===== config.mk =====
export PLATFORM = sky130hd
export DESIGN_NAME = detector_stream_ctrl
export DESIGN_NICKNAME = d
export VERILOG_FILES = /design/src/rtl/detector_stream_ctrl.sv
export SDC_FILE = /design/constraint.sdc
export NUM_CORES = 1
export LEC_CHECK = 0
export ABC_AREA = 1
export CAP_MARGIN = 20
export CORE_AREA = 5 5 154 193
export DETAILED_ROUTE_END_ITERATION = 6
export DIE_AREA = 0 0 159 198
export PLACE_DENSITY_LB_ADDON = 0.3
export RECOVER_POWER = 100
export SYNTH_ARGS = -nofsm -noshare
export SYNTH_HDL_FRONTEND = slang
export SYNTH_SLANG_ARGS = --single-unit

===== constraint.sdc =====
create_clock -name clk -period 5.7 [get_ports clk]
set_input_delay 1.14 -clock clk [delete_from_list [all_inputs] [get_ports clk]]
set_output_delay 1.14 -clock clk [all_outputs]
set_load 0.01 [all_outputs]

===== src/rtl/detector_stream_ctrl.sv =====
// Detector front end: Avalon-MM control/status slave plus hsync/vsync to Avalon-ST framer.
// Optional test-pattern replacement of pixel data is built when DETECTOR_TPAT_EN is defined.
module detector_stream_ctrl #(
    parameter int DATA_WIDTH = 14,
    parameter int AD_DELAY   = 5,
    parameter int DIM_WIDTH  = 16
) (
    input  logic                  clk,
    input  logic                  rst,
    input  logic [2:0]            av_address,
    input  logic                  av_read,
    input  logic                  av_write,
    input  logic [31:0]           av_writedata,
    output logic [31:0]           av_readdata,
    output logic                  dout_startofpacket,
    output logic                  dout_endofpacket,
    output logic                  dout_valid,
    output logic [DATA_WIDTH-1:0] dout_data,
    output logic                  dd_nrst,
    output logic                  dd_i2cad,
    input  logic                  dd_hsync,
    input  logic                  dd_vsync,
    input  logic [DATA_WIDTH-1:0] dd_video
);
    typedef enum logic [1:0] {IDLE, ACTIVE, DONE, PAD} state_t;

    typedef struct packed {
        logic valid;
        logic sop;
        logic eop;
        logic pad;
`ifdef DETECTOR_TPAT_EN
        logic [DATA_WIDTH-1:0] tp;
`endif
    } beat_t;

    localparam logic [DIM_WIDTH-1:0] DIM_ONE = 1;
    localparam logic [DIM_WIDTH-1:0] DIM_MAX = '1;
    // Sticky error flag positions; they read back on STATUS[4:1].
    localparam int F_SHORT_LINE  = 0;
    localparam int F_LONG_LINE   = 1;
    localparam int F_SHORT_FRAME = 2;
    localparam int F_LONG_FRAME  = 3;

    state_t                 state, next_state;
    logic                   go, i2cad;
    logic [DIM_WIDTH-1:0]   width, height, col, row;
    logic [31:0]            frame_cnt;
    logic [DATA_WIDTH-1:0]  vtemp;
    logic [3:0]             status_q, set_flags;
    logic                   hsync_q, vsync_q, sop_done;
    logic                   frame_start, col_inc, row_inc, cnt_inc;
    logic                   tpat_rd;
    logic [31:0]            rd_mux;
    logic [DATA_WIDTH-1:0]  pix_data;
    beat_t                  beat, beat_dly;

    wire vsync_rise = dd_vsync & ~vsync_q;
    wire vsync_fall = ~dd_vsync & vsync_q;
    wire hsync_fall = ~dd_hsync & hsync_q;
    wire pixel      = dd_hsync & dd_vsync;
    wire in_frame   = (state != IDLE);
    wire wr_status  = av_write && (av_address == 3'd2);
    wire unused_wdata = ^av_writedata;

    function automatic logic [DIM_WIDTH-1:0] sat_inc(input logic [DIM_WIDTH-1:0] v);
        return (v == DIM_MAX) ? v : v + DIM_ONE;
    endfunction

    always_ff @(posedge clk) begin
        if (rst) begin
            state   <= IDLE;
            hsync_q <= 1'b0;
            vsync_q <= 1'b0;
        end else begin
            state   <= next_state;
            hsync_q <= dd_hsync;
            vsync_q <= dd_vsync;
        end
    end

    always_comb begin
        // NOTE: every signal written here gets a default first, so no path can infer a latch.
        next_state  = state;
        beat        = '0;
        set_flags   = '0;
        frame_start = 1'b0;
        col_inc     = 1'b0;
        row_inc     = 1'b0;
        cnt_inc     = 1'b0;
        case (state)
            IDLE: begin
                if (vsync_rise && go && width != '0 && height != '0) begin
                    next_state  = ACTIVE;
                    frame_start = 1'b1;
                end
            end
            ACTIVE: begin
                if (vsync_fall) begin
                    // Frame ended early: close the packet with a zero-data EOP beat.
                    next_state               = PAD;
                    beat.valid               = 1'b1;
                    beat.eop                 = 1'b1;
                    beat.pad                 = 1'b1;
                    beat.sop                 = ~sop_done;
                    set_flags[F_SHORT_FRAME] = 1'b1;
                    cnt_inc                  = 1'b1;
                end else if (pixel) begin
                    col_inc = 1'b1;
                    if (row >= height) begin
                        set_flags[F_LONG_FRAME] = 1'b1;
                    end else if (col >= width) begin
                        set_flags[F_LONG_LINE] = 1'b1;
                    end else begin
                        beat.valid = 1'b1;
                        beat.sop   = (col == '0) && (row == '0);
                        beat.eop   = (col == width - DIM_ONE) && (row == height - DIM_ONE);
`ifdef DETECTOR_TPAT_EN
                        beat.tp    = DATA_WIDTH'(32'(row) + 32'(col));
`endif
                        if (beat.eop) begin
                            next_state = DONE;
                            cnt_inc    = 1'b1;
                        end
                    end
                end else if (hsync_fall && col != '0) begin
                    row_inc = 1'b1;
                    if (col < width) set_flags[F_SHORT_LINE] = 1'b1;
                end
            end
            DONE: begin
                if (vsync_fall)  next_state = IDLE;
                else if (pixel) set_flags[F_LONG_FRAME] = 1'b1;
            end
            PAD:     next_state = IDLE;
            default: next_state = IDLE;
        endcase
    end

    always_ff @(posedge clk) begin
        if (rst || frame_start) begin
            col      <= '0;
            row      <= '0;
            sop_done <= 1'b0;
        end else begin
            if (row_inc) begin
                row <= sat_inc(row);
                col <= '0;
            end else if (col_inc) begin
                col <= sat_inc(col);
            end
            if (beat.valid) sop_done <= 1'b1;
        end
    end

    // Framing control waits out the ADC latency so it lines up with the matching sample.
    generate
        if (AD_DELAY == 0) begin : g_no_delay
            assign beat_dly = beat;
        end else begin : g_delay
            beat_t pipe [AD_DELAY];
            // NOTE: this delay line is reset explicitly so a frame aborted by reset never leaks a beat.
            always_ff @(posedge clk) begin
                if (rst) begin
                    for (int i = 0; i < AD_DELAY; i++) pipe[i] <= '0;
                end else begin
                    pipe[0] <= beat;
                    for (int i = 1; i < AD_DELAY; i++) pipe[i] <= pipe[i-1];
                end
            end
            assign beat_dly = pipe[AD_DELAY-1];
        end
    endgenerate

`ifdef DETECTOR_TPAT_EN
    logic tpat;
    assign tpat_rd  = tpat;
    assign pix_data = tpat ? beat_dly.tp : dd_video;
`else
    assign tpat_rd  = 1'b0;
    assign pix_data = dd_video;
`endif

    always_ff @(posedge clk) begin
        if (rst) begin
            dout_valid         <= 1'b0;
            dout_startofpacket <= 1'b0;
            dout_endofpacket   <= 1'b0;
            dout_data          <= '0;
        end else begin
            dout_valid         <= beat_dly.valid;
            dout_startofpacket <= beat_dly.valid & beat_dly.sop;
            dout_endofpacket   <= beat_dly.valid & beat_dly.eop;
            if (beat_dly.valid) dout_data <= beat_dly.pad ? '0 : pix_data;
        end
    end

    always_ff @(posedge clk) begin
        if (rst) begin
            go        <= 1'b0;
            i2cad     <= 1'b0;
            width     <= '0;
            height    <= '0;
            frame_cnt <= '0;
            vtemp     <= '0;
            status_q  <= '0;
`ifdef DETECTOR_TPAT_EN
            tpat      <= 1'b0;
`endif
        end else begin
            if (av_write) begin
                case (av_address)
                    3'd0: begin
                        go <= av_writedata[0];
`ifdef DETECTOR_TPAT_EN
                        tpat <= av_writedata[4];
`endif
                    end
                    3'd3:    i2cad  <= av_writedata[0];
                    3'd4:    width  <= av_writedata[DIM_WIDTH-1:0];
                    3'd5:    height <= av_writedata[DIM_WIDTH-1:0];
                    default: ;
                endcase
            end
            if (av_write && av_address == 3'd6) frame_cnt <= '0;
            else if (cnt_inc)                   frame_cnt <= frame_cnt + 32'd1;
            if (vsync_rise) vtemp <= dd_video;
            // A new error in the same cycle as its W1C keeps the flag set.
            status_q <= (status_q & ~(wr_status ? av_writedata[4:1] : 4'b0)) | set_flags;
        end
    end

    always_comb begin
        rd_mux = '0;
        case (av_address)
            3'd0:    rd_mux = {27'b0, tpat_rd, 3'b0, go};
            3'd1:    rd_mux = 32'(vtemp);
            3'd2:    rd_mux = {27'b0, status_q, in_frame};
            3'd3:    rd_mux = {31'b0, i2cad};
            3'd4:    rd_mux = 32'(width);
            3'd5:    rd_mux = 32'(height);
            3'd6:    rd_mux = frame_cnt;
            default: rd_mux = '0;
        endcase
    end

    always_ff @(posedge clk) begin
        if (rst)          av_readdata <= '0;
        else if (av_read) av_readdata <= rd_mux;
        else              av_readdata <= '0;
    end

    assign dd_nrst  = go;
    assign dd_i2cad = i2cad;
endmodule


# --- After elaboration in Yosys (flattened, before gate mapping) ---
# Memories as Yosys holds them, arrays and structs flattened.
# Cells that the tools add are included.
classes:
  add_sub_neg: 5
  n_lt_le_gt_ge: 3
  n_eq_ne: 19
  n_mux: 52
  n_bitwise: 21
  reduce_logical: 27
ops:
  columns: ["cell", "n"]
  rows:
  - ["32-bit one-hot mux with 7 select lines", 1]
  - ["16-bit nonzero test", 3]
  - ["16-bit by 1-bit adder with 16-bit output (second input constant)", 2]
  - ["32-bit by 1-bit adder with 32-bit output (second input constant)", 1]
  - ["16-bit equality test", 2]
  - ["16-bit equality test (second input constant)", 2]
  - ["16-bit greater-or-equal comparator", 2]
  - ["16-bit logical NOT", 2]
  - ["16-bit by 1-bit subtractor with 16-bit output (second input constant)", 2]
  - ["1-bit 2-to-1 mux", 28]
  - ["4-bit 2-to-1 mux", 7]
  - ["16-bit less-than comparator", 1]
  - ["2-bit 2-to-1 mux", 8]
  - ["3-bit 2-to-1 mux", 5]
  - ["14-bit 2-to-1 mux", 1]
  - ["3-bit inequality test (second input constant)", 4]
  - ["2-bit AND reduction", 6]
  - ["3-bit equality test (second input constant)", 3]
  - ["1-bit logical AND", 8]
  - ["2-bit one-hot mux with 4 select lines", 1]
  - ["1-bit inverter", 7]
  - ["1-bit AND", 6]
  - ["3-bit by 2-bit equality test with 1-bit output (second input constant)", 2]
  - ["6-bit AND reduction", 1]
  - ["other kinds (14)", 22]
totals:
  reg_bits: 170
  ram_bits: 20
  output_inout_bits: 51
  wordCells: 146
  n_memories: 1
memory_table:
  columns: ["name", "words", "word_bits", "read_ports", "rd_ports_with_merged_regs", "write_ports", "line", "rtl"]
  rows:
  - ["g_delay.pipe", 5, 4, 5, 0, 5, "161", "beat_t pipe [AD_DELAY];"]

# --- Logic depth before layout (Yosys ltp) ---
# Gate-level depths: netlist (run 1).
logic_depth:
  depth_word: 9
  depth_mapped: 18
  depth_no_buf: 18

# --- Least setup slack after synthesis (run 1) ---
# Ideal clock, no wire load.
synth_path:
  path_type: "input to register"
  startpoint: "input dd_vsync"
  endpoint: "register col[11]"
  setup_time_ns: 0.117
  arrival_ns: 2.465
  path_slack_ns: 3.118
  cell_stages: 10
  n_path_buf: 1
  cell_sequence: "inv_1 -> nor2_1 -> inv_1 -> nor2_1 -> o221ai_1 -> o21ai_1 -> inv_1 -> nand2_1 -> buf_2 -> nor2_1"
synth_via:
  elab_chain_len: 8
  word_cells_on_any_way: 18
synth_lines:
  columns: ["element", "line", "rtl"]
  rows:
  - ["start, declared", "22", "input logic dd_vsync,"]
  - ["1-bit AND", "58", "wire vsync_rise = dd_vsync & ~vsync_q;"]
  - ["1-bit logical AND (3 in series)", "93", "if (vsync_rise && go && width != '0 && height != '0) begin"]
  - ["1-bit 2-to-1 mux", "93", null]
  - ["1-bit 2-to-1 mux", "91", "case (state)"]
  - ["1-bit logical OR", "141", "if (rst || frame_start) begin"]
  - ["2-bit OR reduction (no line)", null, null]
  - ["end signal, assigned", "150", "col <= sat_inc(col);"]
  - ["end, declared", "47", "logic [DIM_WIDTH-1:0] width, height, col, row;"]
# Parallel ways exist; a longest one is shown, timed or not.
# A chain may end at the register's enable or synchronous reset.

# --- Worst setup path in the final report (run 1) ---
layout_path:
  startpoint: "input rst"
  endpoint: "register frame_cnt[26]"
layout_via:
  elab_chain_len: 1
layout_lines:
  columns: ["element", "line", "rtl"]
  rows:
  - ["start, declared", "9", "input logic rst,"]
  - ["2-bit OR reduction (no line)", null, null]
  - ["end signal, assigned", "226", "else if (cnt_inc) frame_cnt <= frame_cnt + 32'd1;"]
  - ["end, declared", "48", "logic [31:0] frame_cnt;"]
# No other way between the ends.

==> results of run 1 <==
==> cell families after synthesis <==
logic type      Yosys count
compound gates          271
xor+xnor                 48
fa+ha+maj                42
buf+inv                 239
flops                   190
simple gates            688
==> metrics by stage <==
step	worst slack, ns	hold WS [ns]	std cells	instance area (sq um)
final	1.039	0.4045	1909	11850
after global routing	0.7762	0.4252	1909	11850
after CTS	1.784	0.4062	1909	11860
after detailed placement	1.311	0.3948	1877	11280
after global placement	1.356	0.3964	1877	11280
after floorplan	3.118	0.3883	1478	10090
==> tightest hold or removal path, delay by kind of cell (launching register included) <==
kind	cells	cell delay [ns]
buffers and inverters	1	0.04
flip-flops	1	0.30
AND/OR/NAND/NOR	1	0.03
==> state kept, by name, summed over array words and instances, names as in the netlist, 2 cells and up <==
name,flops
state,2
col,16
status_q,4
height,16
g_delay.pipe,20
av_readdata,32
frame_cnt,32
vtemp,14
dout_data,14
width,16
row,16
==> power breakdown <==
part           switching (mW)  internal [mW]  total (mW)  leakage, nW
Sequential             0.0220           1.36        1.38         1.54
Clock                   0.578          0.615        1.19        0.288
Combinational           0.285          0.141       0.426         2.98
Total                   0.885           2.11        3.00         4.81
==> final cells by class <==
type                    instances  area, sq um  area share
clock buffers                  20        466.7     0.03937
multi-input cells            1049         5366      0.4527
well taps                     350        437.9     0.03694
inverters                     189        709.4     0.05985
clock inverters                12        112.6    0.009500
flip-flops and latches        190         3804      0.3209
repair buffers                 99        957.2     0.08075
==> cells in the final DEF (no fill, tap or decap), types with 5 or more instances in the layout <==
cell / instances
ha_1: 42
inv_8: 5
nor2_2: 6
nand2_1: 294
buf_4: 7
nand3_1: 107
nor2_1: 172
clkdlybuf4s50_1: 36
a21oi_1: 142
o21ai_1: 6
o21ai_0: 85
clkbuf_16: 17
dlygate4sd3_1: 53
nor4_1: 15
dfxtp_1: 190
a221oi_1: 11
o22ai_1: 12
inv_1: 183
nand4_1: 25
nor3_1: 59
xor2_1: 44
inv_2: 5
==> how the worst min path moves through the flow <==
stage                     cells past startpoint                             end                      startpoint  slack [ns]
after floorplan                               2  g_delay.pipe[0][10]$_SDFF_PP0_   g_delay.pipe[0][6]$_SDFF_PP0_        0.39
after global placement                        2  g_delay.pipe[0][12]$_SDFF_PP0_   g_delay.pipe[0][8]$_SDFF_PP0_        0.40
after detailed placement                      2  g_delay.pipe[0][16]$_SDFF_PP0_  g_delay.pipe[0][12]$_SDFF_PP0_        0.39
after CTS                                     2  g_delay.pipe[0][12]$_SDFF_PP0_   g_delay.pipe[0][8]$_SDFF_PP0_        0.41
after global routing                          2  g_delay.pipe[0][15]$_SDFF_PP0_  g_delay.pipe[0][11]$_SDFF_PP0_        0.43
final                                         2  g_delay.pipe[0][12]$_SDFF_PP0_   g_delay.pipe[0][8]$_SDFF_PP0_        0.40
==> metal layers <==
layer | vias up | wire length, microns
li1 | 4998 | -
met3 | 67 | 2042
met1 | 4534 | 13650
met5 | - | 11
met2 | 364 | 14950
met4 | 2 | 1370
==> flow_metrics.env, run 1 <==
export IMPL_min_period_ns=4.661
export IMPL_synth_cell_types=37
export IMPL_async_flop_share=0
export IMPL_ys_seq_elements=190
export IMPL_setup_worst_path_end="frame_cnt[26]$_SDFFE_PP0P_"
export IMPL_vias_per_cell=5.220
export IMPL_setup_tns_ns=0
export IMPL_syn_area_sq_um=10090
export IMPL_htreeDepth=4
export IMPL_synth_top_cell_area_share=0.3769
export IMPL_synth_top_family_by_area="simple AND/OR/NAND/NOR gates"
export IMPL_drt_total_wl_microns=32020
export IMPL_dieWidth_microns=159
export IMPL_syn_area_per_cell_sq_um=6.827
export IMPL_hp_class="reg -> reg"
export IMPL_grt_pass1_wl_microns=50430
export IMPL_cts_resized=0
export IMPL_pwr_density_cell_nw_per_um2=252.8
export IMPL_leakage_nw=4.805
export IMPL_netlist_instances=1478
export IMPL_synth_compound_area_frac=0.1440
export IMPL_use_met1=0.2441
export IMPL_cpLargestDelayFamily="buffers and inverters"
export IMPL_cts_setup_buffers=0
export IMPL_cp_num_buf_inv=5
export IMPL_cts_buffer_depth=2
export IMPL_clk_latency_ns=0.45
export IMPL_finalMaxSlewViolations=0
export IMPL_layout_nets=1643
export IMPL_r2r_start="width[13]$_SDFFE_PP0P_"
export IMPL_p_total_mw=2.996
export IMPL_synth_mux_area_frac=0
export IMPL_worstSetupStartpoint="rst"
export IMPL_crit_cells=7
export IMPL_place_gp_congestion=0.9721
export IMPL_cts_buffers=17
export IMPL_drc_errors=0
export IMPL_dieArea_sq_um=31480
export IMPL_yosysMostFrequentCell="nand2_1"
export IMPL_critPathKind="in -> reg"
export IMPL_dr_total_vias=9965
export IMPL_vdd_drop_max_mv=0.1939
export IMPL_grt_met3_usage=0.04185
export IMPL_critPathLaunchType="input pin"
export IMPL_cp_slowest_stage_delay_ns=1.03
export IMPL_drive_gt1_frac=0.03913
export IMPL_first_iter_violations=773
export IMPL_ys_flop_type="dfxtp_1"
export IMPL_io_pins=106
export IMPL_post_drt_wl_per_cell_microns=16.77
export IMPL_grt_busiest_layer="met2"
export IMPL_r2r_setup_slack_ns=2.19
export IMPL_max_cap_viol_count=0
export IMPL_fillerInstances=2839
export IMPL_synthTopCellsByCount="294 x nand2_1, 190 x dfxtp_1, 184 x inv_1"
export IMPL_reg2reg_depth=13
export IMPL_rr_endpoint="frame_cnt[26]$_SDFFE_PP0P_"
export IMPL_fp_coreArea_sq_um=27480
export IMPL_yosys_area_share_simple=0.2937
export IMPL_endpoint_kind="flop"
export IMPL_path_clk_slew_ns=0.08
export IMPL_synth_edf_count=0
export IMPL_cp_max_fo=66
export IMPL_cts_tree="done"
export IMPL_mappedNetlistNets=1575
export IMPL_max_slew_margin=0.05695
export IMPL_path_common_cell="clkbuf_2"
export IMPL_yosys_area_top_type="dfxtp_1"
export IMPL_antenna_found_initial=1
export IMPL_max_freq_mhz=214.6
export IMPL_start_util=0.3672
export IMPL_numClockSinks=190
export IMPL_dp_hpwl_microns=24720
export IMPL_use_met2=0.3382
export IMPL_rows=68
export IMPL_rsz0062_at_grt="no"
export IMPL_diodes=0
export IMPL_tightest_slew_ns=1.415
export IMPL_grt_max_degree=67
export IMPL_synth_xor_area_frac=0.04166
export IMPL_final_antenna_net_count=0
export IMPL_grt_total_usage=0.2000
export IMPL_syn_to_final_growth_pct=17.47
export IMPL_synth_adder_area_share=0.05208
export IMPL_required_ns=5.99
export IMPL_final_util=0.4313
export IMPL_finClkSkew_ns=0.01405
export IMPL_numPortBuffers=89
export IMPL_status="finished, final reports clean"
export IMPL_cp_arrival_ns=4.95
export IMPL_finalCritPeriodShare=0.8176
export IMPL_yosys_warnings=0
export IMPL_grt_overflow=0
export IMPL_hold_violations=0
export IMPL_grt_pass1_vias=9316
export IMPL_cts_hold_buf=0
export IMPL_die_y_microns=198
export IMPL_crit_path_top_delay_cell="clkbuf_1"
export IMPL_yosysSeqAreaShare=0.3769
export IMPL_setup_violations=0
export IMPL_cts_root_buf="clkbuf_16"
export IMPL_drtPass1Iterations=5
export IMPL_ys_top_cells_by_area="dfxtp_1 38%, nand2_1 11%, a21oi_1 7.0%, inv_1 6.8%, nor2_1 6.4%"
export IMPL_cp_cell_sequence="dlygate4sd3_1 -> clkbuf_1 -> clkinv_1 -> clkbuf_2 -> o21ai_2 -> clkbuf_2 -> a21oi_1"
Power figures use the tool's default switching activity.
==> inputs of run 2 (changes only) <==
- clock period: 5.7 -> 4.2 ns (I/O delays scaled with it)
==> run 2 against run 1 <==
Net effect: non-clock buffer count grew 6; die area did not move; sequential power increased by 36%; global-route usage fell by 0.064 points; power rose by 34%; combinational power increased by 35%.
==> flow_metrics.env, run 2 (synthesis gave the netlist of run 1 again) <==
export IMPL_status="finished, final reports clean"
export IMPL_layout_commonest_cell="nand2_1"
export IMPL_p_sw_mw=1.208
export IMPL_fillerInstances=2900
export IMPL_numClockSinks=190
export IMPL_critPathKind="in -> reg"
export IMPL_layout_common_cells="294 x nand2_1, 190 x dfxtp_1, 183 x inv_1"
export IMPL_drive_gt1_frac=0.03962
export IMPL_clock_power_share=0.393
export IMPL_cp_cell_sequence="dlygate4sd3_1 -> inv_1 -> nor2_1 -> inv_1 -> nor2_1 -> o221ai_1 -> o21ai_1 -> clkbuf_1 -> inv_1 -> nand2_1 -> buf_4 -> a21oi_1 -> o21a_1"
export IMPL_p_comb_frac=0.142
export IMPL_fp_coreArea_sq_um=27480
export IMPL_finClkSkew_ns=0.01491
export IMPL_setup_violations=0
export IMPL_post_drt_wl_per_cell_microns=16.56
export IMPL_regArea_sq_um=3804
export IMPL_top_regs="av_readdata x32, frame_cnt x32, g_delay.pipe x20"
export IMPL_max_slew_margin=0.1686
export IMPL_syn_to_final_growth_pct=17.47
export IMPL_critPathLaunchType="input pin"
export IMPL_htreeDepth=4
export IMPL_endpoint_kind="flop"
export IMPL_drtPass1Iterations=5
export IMPL_antenna_found_initial=0
export IMPL_r2r_start="width[13]$_SDFFE_PP0P_"
export IMPL_max_cap_viol_count=0
export IMPL_grt_total_usage=0.1994
export IMPL_cts_buffer_depth=2
export IMPL_cts_setup_buffers=0
export IMPL_cts_hold_buf=0
export IMPL_dieArea_sq_um=31480
export IMPL_cts_resized=0
export IMPL_p_seq_frac=0.465
export IMPL_cp_num_buf_inv=6
export IMPL_tightest_slew_ns=1.247
export IMPL_grt_pass1_vias=9583
export IMPL_drc_errors=0
export IMPL_grt_pass1_wl_microns=50890
export IMPL_dp_hpwl_microns=24730
export IMPL_start_util=0.3672
export IMPL_place_gp_congestion=0.9811
export IMPL_io_pins=106
export IMPL_clk_latency_ns=0.45
export IMPL_cp_slowest_stage_delay_ns=0.57
export IMPL_first_iter_violations=682
export IMPL_worstSetupStartpoint="dd_vsync"
export IMPL_cp_max_fo=16
export IMPL_crit_path_top_delay_cell="dlygate4sd3_1"
export IMPL_die_y_microns=198
export IMPL_cts_root_buf="clkbuf_16"
export IMPL_setup_tns_ns=0
export IMPL_path_common_cell="inv_1"
export IMPL_pwr_density_cell_nw_per_um2=339.2
export IMPL_swShare=0.3003
export IMPL_drt_total_wl_microns=31710
export IMPL_dieWidth_microns=159
export IMPL_holdCritStartpoint="g_delay.pipe[0][6]$_SDFF_PP0_"
export IMPL_min_period_ns=3.454
export IMPL_vias_per_cell=5.227
export IMPL_rsz0062_at_grt="no"
export IMPL_finalCritPeriodShare=0.8224
export IMPL_final_antenna_net_count=0
export IMPL_hold_violations=0
export IMPL_path_clk_slew_ns=0.07
export IMPL_dr_total_vias=10009
export IMPL_multi_input_area_sq_um=5366
export IMPL_required_ns=4.54
export IMPL_final_util=0.4313
export IMPL_cts_tree="done"
export IMPL_internal_power_mw=2.814
export IMPL_hp_class="reg -> reg"
export IMPL_cts_buffers=17
export IMPL_cp_arrival_ns=3.80
export IMPL_grt_max_degree=36
export IMPL_rows=68
export IMPL_vdd_drop_max_mv=0.2984
export IMPL_diodes=0
export IMPL_leakage_nw=4.805
export IMPL_finalMaxSlewViolations=0
export IMPL_numPortBuffers=89
export IMPL_max_freq_mhz=289.5
export IMPL_grt_overflow=0
export IMPL_layout_nets=1649
export IMPL_cpLargestDelayFamily="buffers and inverters"
-- run 2: power groups by stage --
| stage | Sequential (mW) | Clock [mW] | Combinational [mW] |
|---|---|---|---|
| after floorplan | 1.90 | 0 | 0.387 |
| after global placement | 1.91 | 0 | 0.564 |
| after detailed placement | 1.91 | 0 | 0.569 |
| after CTS | 1.87 | 1.60 | 0.573 |
| after global routing | 1.87 | 1.68 | 0.647 |
| final | 1.87 | 1.58 | 0.573 |
-- run 2: layout make-up --
type / count / area share
Timing Repair Buffer: 105 / 0.08349
Multi-Input combinational cell: 1049 / 0.4527
Clock buffer: 18 / 0.03620
Tap cell: 350 / 0.03694
Clock inverter: 14 / 0.009922
Inverter: 189 / 0.05985
Sequential cell: 190 / 0.3209
-- run 2: through the flow --
stage | power [mW] | setup WS [ns] | hold WS [ns] | area [sq um] | instances
5_1_grt | 4.202 | 0.5200 | 0.4287 | 11850 | 1915
3_5_place_dp | 2.480 | 0.7773 | 0.3961 | 11330 | 1883
6_report | 4.021 | 0.7459 | 0.4042 | 11850 | 1915
4_1_cts | 4.043 | 1.200 | 0.4063 | 11880 | 1915
3_3_place_gp | 2.474 | 0.8261 | 0.3979 | 11330 | 1883
2_1_floorplan | 2.290 | 1.918 | 0.3883 | 10090 | 1478
-- run 2: path summary, 6_finish.rpt --
check,to,depth (start not counted),slack (ns)
setup / recovery,col[14]$_SDFFE_PP0P_,13,0.75
hold / removal,g_delay.pipe[0][10]$_SDFF_PP0_,2,0.40
setup reg to reg,frame_cnt[8]$_SDFFE_PP0P_,13,0.87
hold reg to reg,g_delay.pipe[0][10]$_SDFF_PP0_,2,0.40
-- run 2: per-layer routing --
metal / GRT usage / share of wire / vias up
met2: 0.3415 / 0.47 / 340
li1: - / - / 5009
met5: 0 / 0 / -
met3: 0.05247 / 0.073 / 68
met1: 0.2313 / 0.41 / 4592
met4: 0.09861 / 0.048 / 0
-- run 2: worst register-to-register path, cell delays in order, from the launching register on --
cell and delay (ns):
dfxtp_1 0.40, inv_1 0.12, ha_1 0.33, nand2_1 0.06, inv_1 0.03, o21ai_0 0.14
nand2_1 0.09, a21oi_1 0.34, nand3_1 0.30, nor2_1 0.37, nand4_4 0.18, clkbuf_2 0.50
nand3_1 0.25, a21oi_1 0.09
